File: config.mk
export PLATFORM = sky130hd
export DESIGN_NAME = elevator_scheduler
export DESIGN_NICKNAME = d
export VERILOG_FILES = /design/src/rtl/elevator_pkg.sv /design/src/rtl/scan_goal_select.sv /design/src/rtl/elevator_scheduler.sv
export SDC_FILE = /design/constraint.sdc
export NUM_CORES = 1
export LEC_CHECK = 0
export ABC_AREA = 1
export CORE_MARGIN = 5
export CORE_UTILIZATION = 45
export CTS_CLUSTER_SIZE = 40
export DETAILED_ROUTE_END_ITERATION = 10
export GPL_TIMING_DRIVEN = 0
export PLACE_DENSITY = 0.79
export SYNTH_ARGS = -nofsm -noshare
export SYNTH_HDL_FRONTEND = slang
export SYNTH_SLANG_ARGS = --single-unit
File: constraint.sdc
create_clock -name clk -period 1.6 [get_ports clk]
set_input_delay 0.16 -clock clk [delete_from_list [all_inputs] [get_ports clk]]
set_output_delay 0.16 -clock clk [all_outputs]
set_load 0.005 [all_outputs]
File: src/rtl/elevator_pkg.sv
// Shared definitions for the three-floor elevator scheduler: floor codes,
// scheduler states and the default door dwell length.
package elevator_pkg;

  localparam logic [1:0] FLOOR_1       = 2'b00;
  localparam logic [1:0] FLOOR_2       = 2'b01;
  localparam logic [1:0] FLOOR_3       = 2'b10;
  localparam logic [1:0] FLOOR_INVALID = 2'b11;

  localparam int DOOR_HOLD_DEFAULT = 4;

  typedef enum logic [2:0] {
    ST_IDLE,
    ST_UP,
    ST_DOWN,
    ST_HOLD,
    ST_SOS
  } state_e;

endpackage

File: src/rtl/scan_goal_select.sv
// Combinational SCAN helper: finds the nearest pending request above and below
// the car and decides which way a fresh sweep should start.
module scan_goal_select
  import elevator_pkg::*;
#(
  parameter logic [1:0] labelF1 = FLOOR_1,
  parameter logic [1:0] labelF2 = FLOOR_2,
  parameter logic [1:0] labelF3 = FLOOR_3
) (
  input  logic [3:1] req,
  input  logic [1:0] floor,
  input  logic       dir_up,
  output logic       any_above,
  output logic       any_below,
  output logic [1:0] nearest_above,
  output logic [1:0] nearest_below,
  output logic       go_up
);

  localparam logic [3:1][1:0] LABELS = {labelF3, labelF2, labelF1};

  // Labels may be arbitrary codes, so nearest is a min/max search, not an index walk.
  always_comb begin
    any_above     = 1'b0;
    any_below     = 1'b0;
    nearest_above = floor;
    nearest_below = floor;
    for (int i = 1; i <= 3; i++) begin
      if (req[i] && (LABELS[i] > floor) && (!any_above || (LABELS[i] < nearest_above))) begin
        nearest_above = LABELS[i];
        any_above     = 1'b1;
      end
      if (req[i] && (LABELS[i] < floor) && (!any_below || (LABELS[i] > nearest_below))) begin
        nearest_below = LABELS[i];
        any_below     = 1'b1;
      end
    end
  end

  // Keep the current sweep direction unless there is nothing ahead in it.
  assign go_up = any_above && (dir_up || !any_below);

endmodule

File: src/rtl/elevator_scheduler.sv
// Request latch, SCAN sequencer and door dwell timer for the three-floor car.
// Produces the goal floor for the movement datapath; every output is a flop.
module elevator_scheduler
  import elevator_pkg::*;
#(
  parameter int         DOOR_HOLD_CYCLES = DOOR_HOLD_DEFAULT,
  parameter logic [1:0] labelF1          = FLOOR_1,
  parameter logic [1:0] labelF2          = FLOOR_2,
  parameter logic [1:0] labelF3          = FLOOR_3
) (
  input  logic       clk,
  input  logic       reset,
  input  logic       button1,
  input  logic       button2,
  input  logic       button3,
  input  logic [1:0] floor,
  input  logic       sos_mode,
  input  logic       weight_limit_exceeded,
  output logic       led1,
  output logic       led2,
  output logic       led3,
  output logic [1:0] goal_floor,
  output logic       goal_valid,
  output logic       dir_up,
  output logic       door_open
);

  localparam int              CNT_W  = $clog2(DOOR_HOLD_CYCLES + 1);
  localparam logic [3:1][1:0] LABELS = {labelF3, labelF2, labelF1};

  state_e             state_reg, state_next;
  logic [3:1]         req_reg, req_next;
  logic [CNT_W-1:0]   cnt_reg, cnt_next;
  logic [1:0]         goal_floor_reg, goal_floor_next;
  logic               goal_valid_reg, goal_valid_next;
  logic               dir_up_reg, dir_up_next;
  logic               door_open_reg, door_open_next;

  logic [3:1] btn;
  logic [3:1] at_floor;
  logic       floor_valid, here_btn, here_req, hold_like;
  logic       any_above, any_below, go_up;
  logic [1:0] nearest_above, nearest_below;

  assign btn = {button3, button2, button1};

  for (genvar gi = 1; gi <= 3; gi++) begin : g_at_floor
    assign at_floor[gi] = (floor == LABELS[gi]);
  end

  assign floor_valid = (floor != FLOOR_INVALID);
  assign here_btn    = |(btn & at_floor);
  assign here_req    = |(req_reg & at_floor);
  assign hold_like   = (state_reg == ST_IDLE) || (state_reg == ST_HOLD);

  scan_goal_select #(
    .labelF1(labelF1),
    .labelF2(labelF2),
    .labelF3(labelF3)
  ) u_scan (
    .req          (req_reg),
    .floor        (floor),
    .dir_up       (dir_up_reg),
    .any_above    (any_above),
    .any_below    (any_below),
    .nearest_above(nearest_above),
    .nearest_below(nearest_below),
    .go_up        (go_up)
  );

  always_comb begin
    state_next      = state_reg;
    req_next        = req_reg;
    cnt_next        = cnt_reg;
    goal_floor_next = goal_floor_reg;
    goal_valid_next = 1'b0;
    dir_up_next     = dir_up_reg;
    door_open_next  = 1'b0;

    // A press at the floor where the car is parked/dwelling reopens the door instead of latching.
    for (int i = 1; i <= 3; i++) begin
      if (btn[i] && !(hold_like && at_floor[i])) req_next[i] = 1'b1;
    end

    case (state_reg)
      ST_IDLE: begin
        if (floor_valid) begin
          if (here_btn || here_req) begin
            state_next     = ST_HOLD;
            req_next       = req_next & ~at_floor;
            cnt_next       = CNT_W'(DOOR_HOLD_CYCLES);
            door_open_next = 1'b1;
          end else if (go_up) begin
            state_next      = ST_UP;
            dir_up_next     = 1'b1;
            goal_floor_next = nearest_above;
            goal_valid_next = 1'b1;
          end else if (any_below) begin
            state_next      = ST_DOWN;
            dir_up_next     = 1'b0;
            goal_floor_next = nearest_below;
            goal_valid_next = 1'b1;
          end
        end
      end
      ST_UP, ST_DOWN: begin
        if (!floor_valid) begin
          state_next = ST_IDLE;
        end else if (floor == goal_floor_reg) begin
          state_next     = ST_HOLD;
          req_next       = req_next & ~at_floor;
          cnt_next       = CNT_W'(DOOR_HOLD_CYCLES);
          door_open_next = 1'b1;
        end else if ((state_reg == ST_UP) && any_above) begin
          goal_floor_next = nearest_above;
          goal_valid_next = 1'b1;
        end else if ((state_reg == ST_DOWN) && any_below) begin
          goal_floor_next = nearest_below;
          goal_valid_next = 1'b1;
        end else begin
          state_next = ST_IDLE;
        end
      end
      ST_HOLD: begin
        if (!floor_valid) begin
          state_next = ST_IDLE;
          cnt_next   = '0;
        end else if (here_btn) begin
          cnt_next       = CNT_W'(DOOR_HOLD_CYCLES);
          door_open_next = 1'b1;
        end else if (weight_limit_exceeded) begin
          door_open_next = 1'b1;
        end else if (cnt_reg <= CNT_W'(1)) begin
          state_next = ST_IDLE;
          cnt_next   = '0;
        end else begin
          cnt_next       = cnt_reg - CNT_W'(1);
          door_open_next = 1'b1;
        end
      end
      ST_SOS: begin
        req_next = '0;
        if (!sos_mode) state_next = ST_IDLE;
      end
      default: state_next = ST_IDLE;
    endcase

    // Emergency stop outranks every other decision taken above.
    if (sos_mode) begin
      state_next      = ST_SOS;
      req_next        = '0;
      cnt_next        = '0;
      goal_valid_next = 1'b0;
      door_open_next  = 1'b0;
    end
  end

  always_ff @(posedge clk) begin
    if (reset) begin
      state_reg      <= ST_IDLE;
      req_reg        <= '0;
      cnt_reg        <= '0;
      goal_floor_reg <= labelF1;
      goal_valid_reg <= 1'b0;
      dir_up_reg     <= 1'b1;
      door_open_reg  <= 1'b0;
    end else begin
      state_reg      <= state_next;
      req_reg        <= req_next;
      cnt_reg        <= cnt_next;
      goal_floor_reg <= goal_floor_next;
      goal_valid_reg <= goal_valid_next;
      dir_up_reg     <= dir_up_next;
      door_open_reg  <= door_open_next;
    end
  end

  assign led1       = req_reg[1];
  assign led2       = req_reg[2];
  assign led3       = req_reg[3];
  assign goal_floor = goal_floor_reg;
  assign goal_valid = goal_valid_reg;
  assign dir_up     = dir_up_reg;
  assign door_open  = door_open_reg;

endmodule

==> summary.md <==
| Metric | Value |
|---|---|
| First-pass GRT wire length | `5.23 mm` |
| Leak | `0.731 nW` |
| RSZ-0062 raised after global routing | `false` |
| Setup tns final | `0 ns` |
| Crit path DAT | `1.61 ns` |
| Main combinational cell family by area after synthesis | `simple AND/OR/NAND/NOR gates` |
| Ant diodes | `0` |
| Internal Power | `0.634 mW` |
| Clk pin slew, worst setup/hold paths | `0.09 ns` |
| GPL Wtd Cong | `0.838` |
| IO Count | `17` |
| NumNets Final | `237` |
| Compound-Gate Fraction of Synth Area | `16.0%` |
| DR iter-0 viols | `38` |
| Core area | `0.00276 sq mm` |
| Endpoints failing hold | `0` |
| Xor/xnor share of the synthesized area | `0%` |
| CTS tree | `built` |
| Initial core utilization | `47.1%` |
| Most frequent cells in the layout | `51 x nand2_1, 26 x nor2_1, 23 x inv_1` |
| Leading cell type in the layout, fill and taps excluded | `nand2_1` |
| Vias | `1286` |
| Area Overhead vs Synth | `18.6%` |
| Routed WL per cell | `11.6 um` |
| CTS H-tree lvls | `1` |
| Die Wd | `63.7 um` |
| Die Area | `0.00406 sq mm` |
| Final count of negative-setup-slack endpoints | `0` |
| Final Max Slew Viols | `0` |
| CTS Buf Count | `3` |
| Net Sw Frac | `39.0%` |
| Seq/Total Area, Yosys | `21.6%` |
| Worst-Margin Slew | `0.388 ns` |
| Placed Instances | `252` |
| Tot Pwr | `1.04 mW` |
| Final std cells w/o fill | `256` |
| Synthesized cell area | `0.00130 sq mm` |
| Comb power frac | `41.1%` |
| PD cells | `675 mW/mm^2` |
| CP required | `1.78 ns` |
| Post-DP HPWL | `2.39 mm` |
| Grt ovf | `0` |
| Maximum vdd drop | `0.000641 V` |
| Period utilization | `89.3%` |
| Largest net degree at the start of global routing | `11` |
| Chip height | `63.7 um` |
| CP endpoint kind | `flip-flop` |
| CP Max Fanout | `8` |
| DRT Wirelength | `2.98 mm` |
| WS Path Type | `reg2reg` |
| Setup Skew | `0.00930 ns` |
| Post-synthesis mux area share | `0%` |
| Synth cell types | `29` |
| Period minus WS final | `1.43 ns` |
| Reg power frac | `38.8%` |
| Register bit count reported by yosys | `14` |
| Initial antenna violation count | `0` |
| Drt drc | `0` |
| Final core utilization | `55.9%` |
| Syn avg cell area | `6.27 sq um` |
| First-pass DRT Iterations | `4` |
| Port-buffer cells | `14` |
| Fmax | `700 MHz` |
| Max transition margin | `74.1%` |
| Synthesized instance count | `207` |
| Layout cells sized above 1 | `22.7%` |
| CP Launch Type | `flip-flop` |
| Cell row count | `19` |
| Latest clock arrival within the worst-skew pair | `0.29 ns` |
| Max Buffers Root-to-Sink | `2` |
| Cts hold-fix bufs | `0` |
| Vias/cell | `5.02` |
| Detail Route Antenna Nets | `0` |
| Vias in the first global route | `1227` |
| Ys Warns | `0` |
| Count of clock tree sinks | `14` |
| Post-synthesis simple-gate area fraction | `49.8%` |
| Synth Area in Adders | `0.963%` |
| Clock Tree Root | `clkbuf_4` |
| Syn_nets | `217` |
| GRT Total Usage | `15.5%` |
| Net Sw Power | `0.406 mW` |
| Tightest Hold Check Type | `in2reg` |
| Part of the power in the clock network | `20.1%` |
| MaxCap Viol Count | `0` |
| Run status | `finished, final reports clean` |
[synth_stat cells, drive strengths merged]
master	instances	area share (%)
o21ai	18	6.9
dfxtp	14	22
a31oi	1	0.48
nand3	15	7.9
clkinv	1	0.29
o21a	1	0.58
a311oi	1	0.67
nand2	67	25
inv	30	9.6
a21boi	2	1.2
nor3	2	1.6
ha	1	0.96
nand3b	2	1.2
a21oi	16	6.2
buf	2	1.7
nor2	34	14
[logic make-up (layout without fill, tap and decap cells)]
| family | Yosys count | after routing |
|---|---|---|
| simple gates | 120 | 120 |
| compound gates | 39 | 39 |
| buf+inv | 33 | 51 |
| flops | 14 | 14 |
| fa+ha+maj | 1 | 1 |
[cell type report]
class                           count  area, sq um
Buffer                              2         22.5
Clock buffer                        3         22.5
Fill cell                         280         1220
Inverter                           31          129
Multi-Input combinational cell    160          888
Sequential cell                    14          292
Tap cell                           31         38.8
Timing Repair Buffer               15          148
[power by group through the flow]
stage               sequential, mW  combinational, mW  clock, mW
floorplan                    0.405              0.312          0
global placement             0.408              0.412          0
detailed placement           0.409              0.415          0
CTS                          0.401              0.417      0.216
global route                 0.410              0.483      0.227
finish                       0.404              0.428      0.209
[per-layer routing]
layer	part of all wire, %	vias up	GRT usage, %
li1	-	701	-
met1	49	554	20.6
met2	46	28	26.1
met3	4.5	3	3.91
met4	0.40	0	1.56
met5	0	-	0
[worst paths after layout]
path	slack, ns	to	from	cells after the start
setup / recovery	0.17	goal_floor[0]	state_reg[0]	8
hold / removal	0.32	req_reg[2]	floor[0]	4
setup reg to reg	0.17	goal_floor[0]	state_reg[0]	8
hold reg to reg	0.49	cnt_reg[0]	cnt_reg[0]	2
[critical path, cell delays in order (launching register included)]
cell     delay (ns)
dfxtp_2        0.36
nor2_2         0.22
nand2_2        0.11
inv_2          0.14
nand2_1        0.10
nand2_1        0.09
nand3_2        0.12
nor2_1         0.13
nor2_1         0.05
[metrics by stage]
| stage | hold slack [ns] | worst slack (ns) | cell area (sq um) |
|---|---|---|---|
| after floorplan | 0.231 | 0.201 | 1300 |
| after global placement | 0.469 | -0.194 | 1480 |
| after detailed placement | 0.479 | -0.143 | 1480 |
| after CTS | 0.322 | 0.0418 | 1500 |
| after global routing | 0.365 | 0.00000566 | 1540 |
| final | 0.319 | 0.171 | 1540 |
[repair_timing]
action,4_1_cts,5_1_grt
buffers inserted,0,1
endpoints found under the setup margin,0,11
resized for setup,0,16
Power figures use the tool's default switching activity.
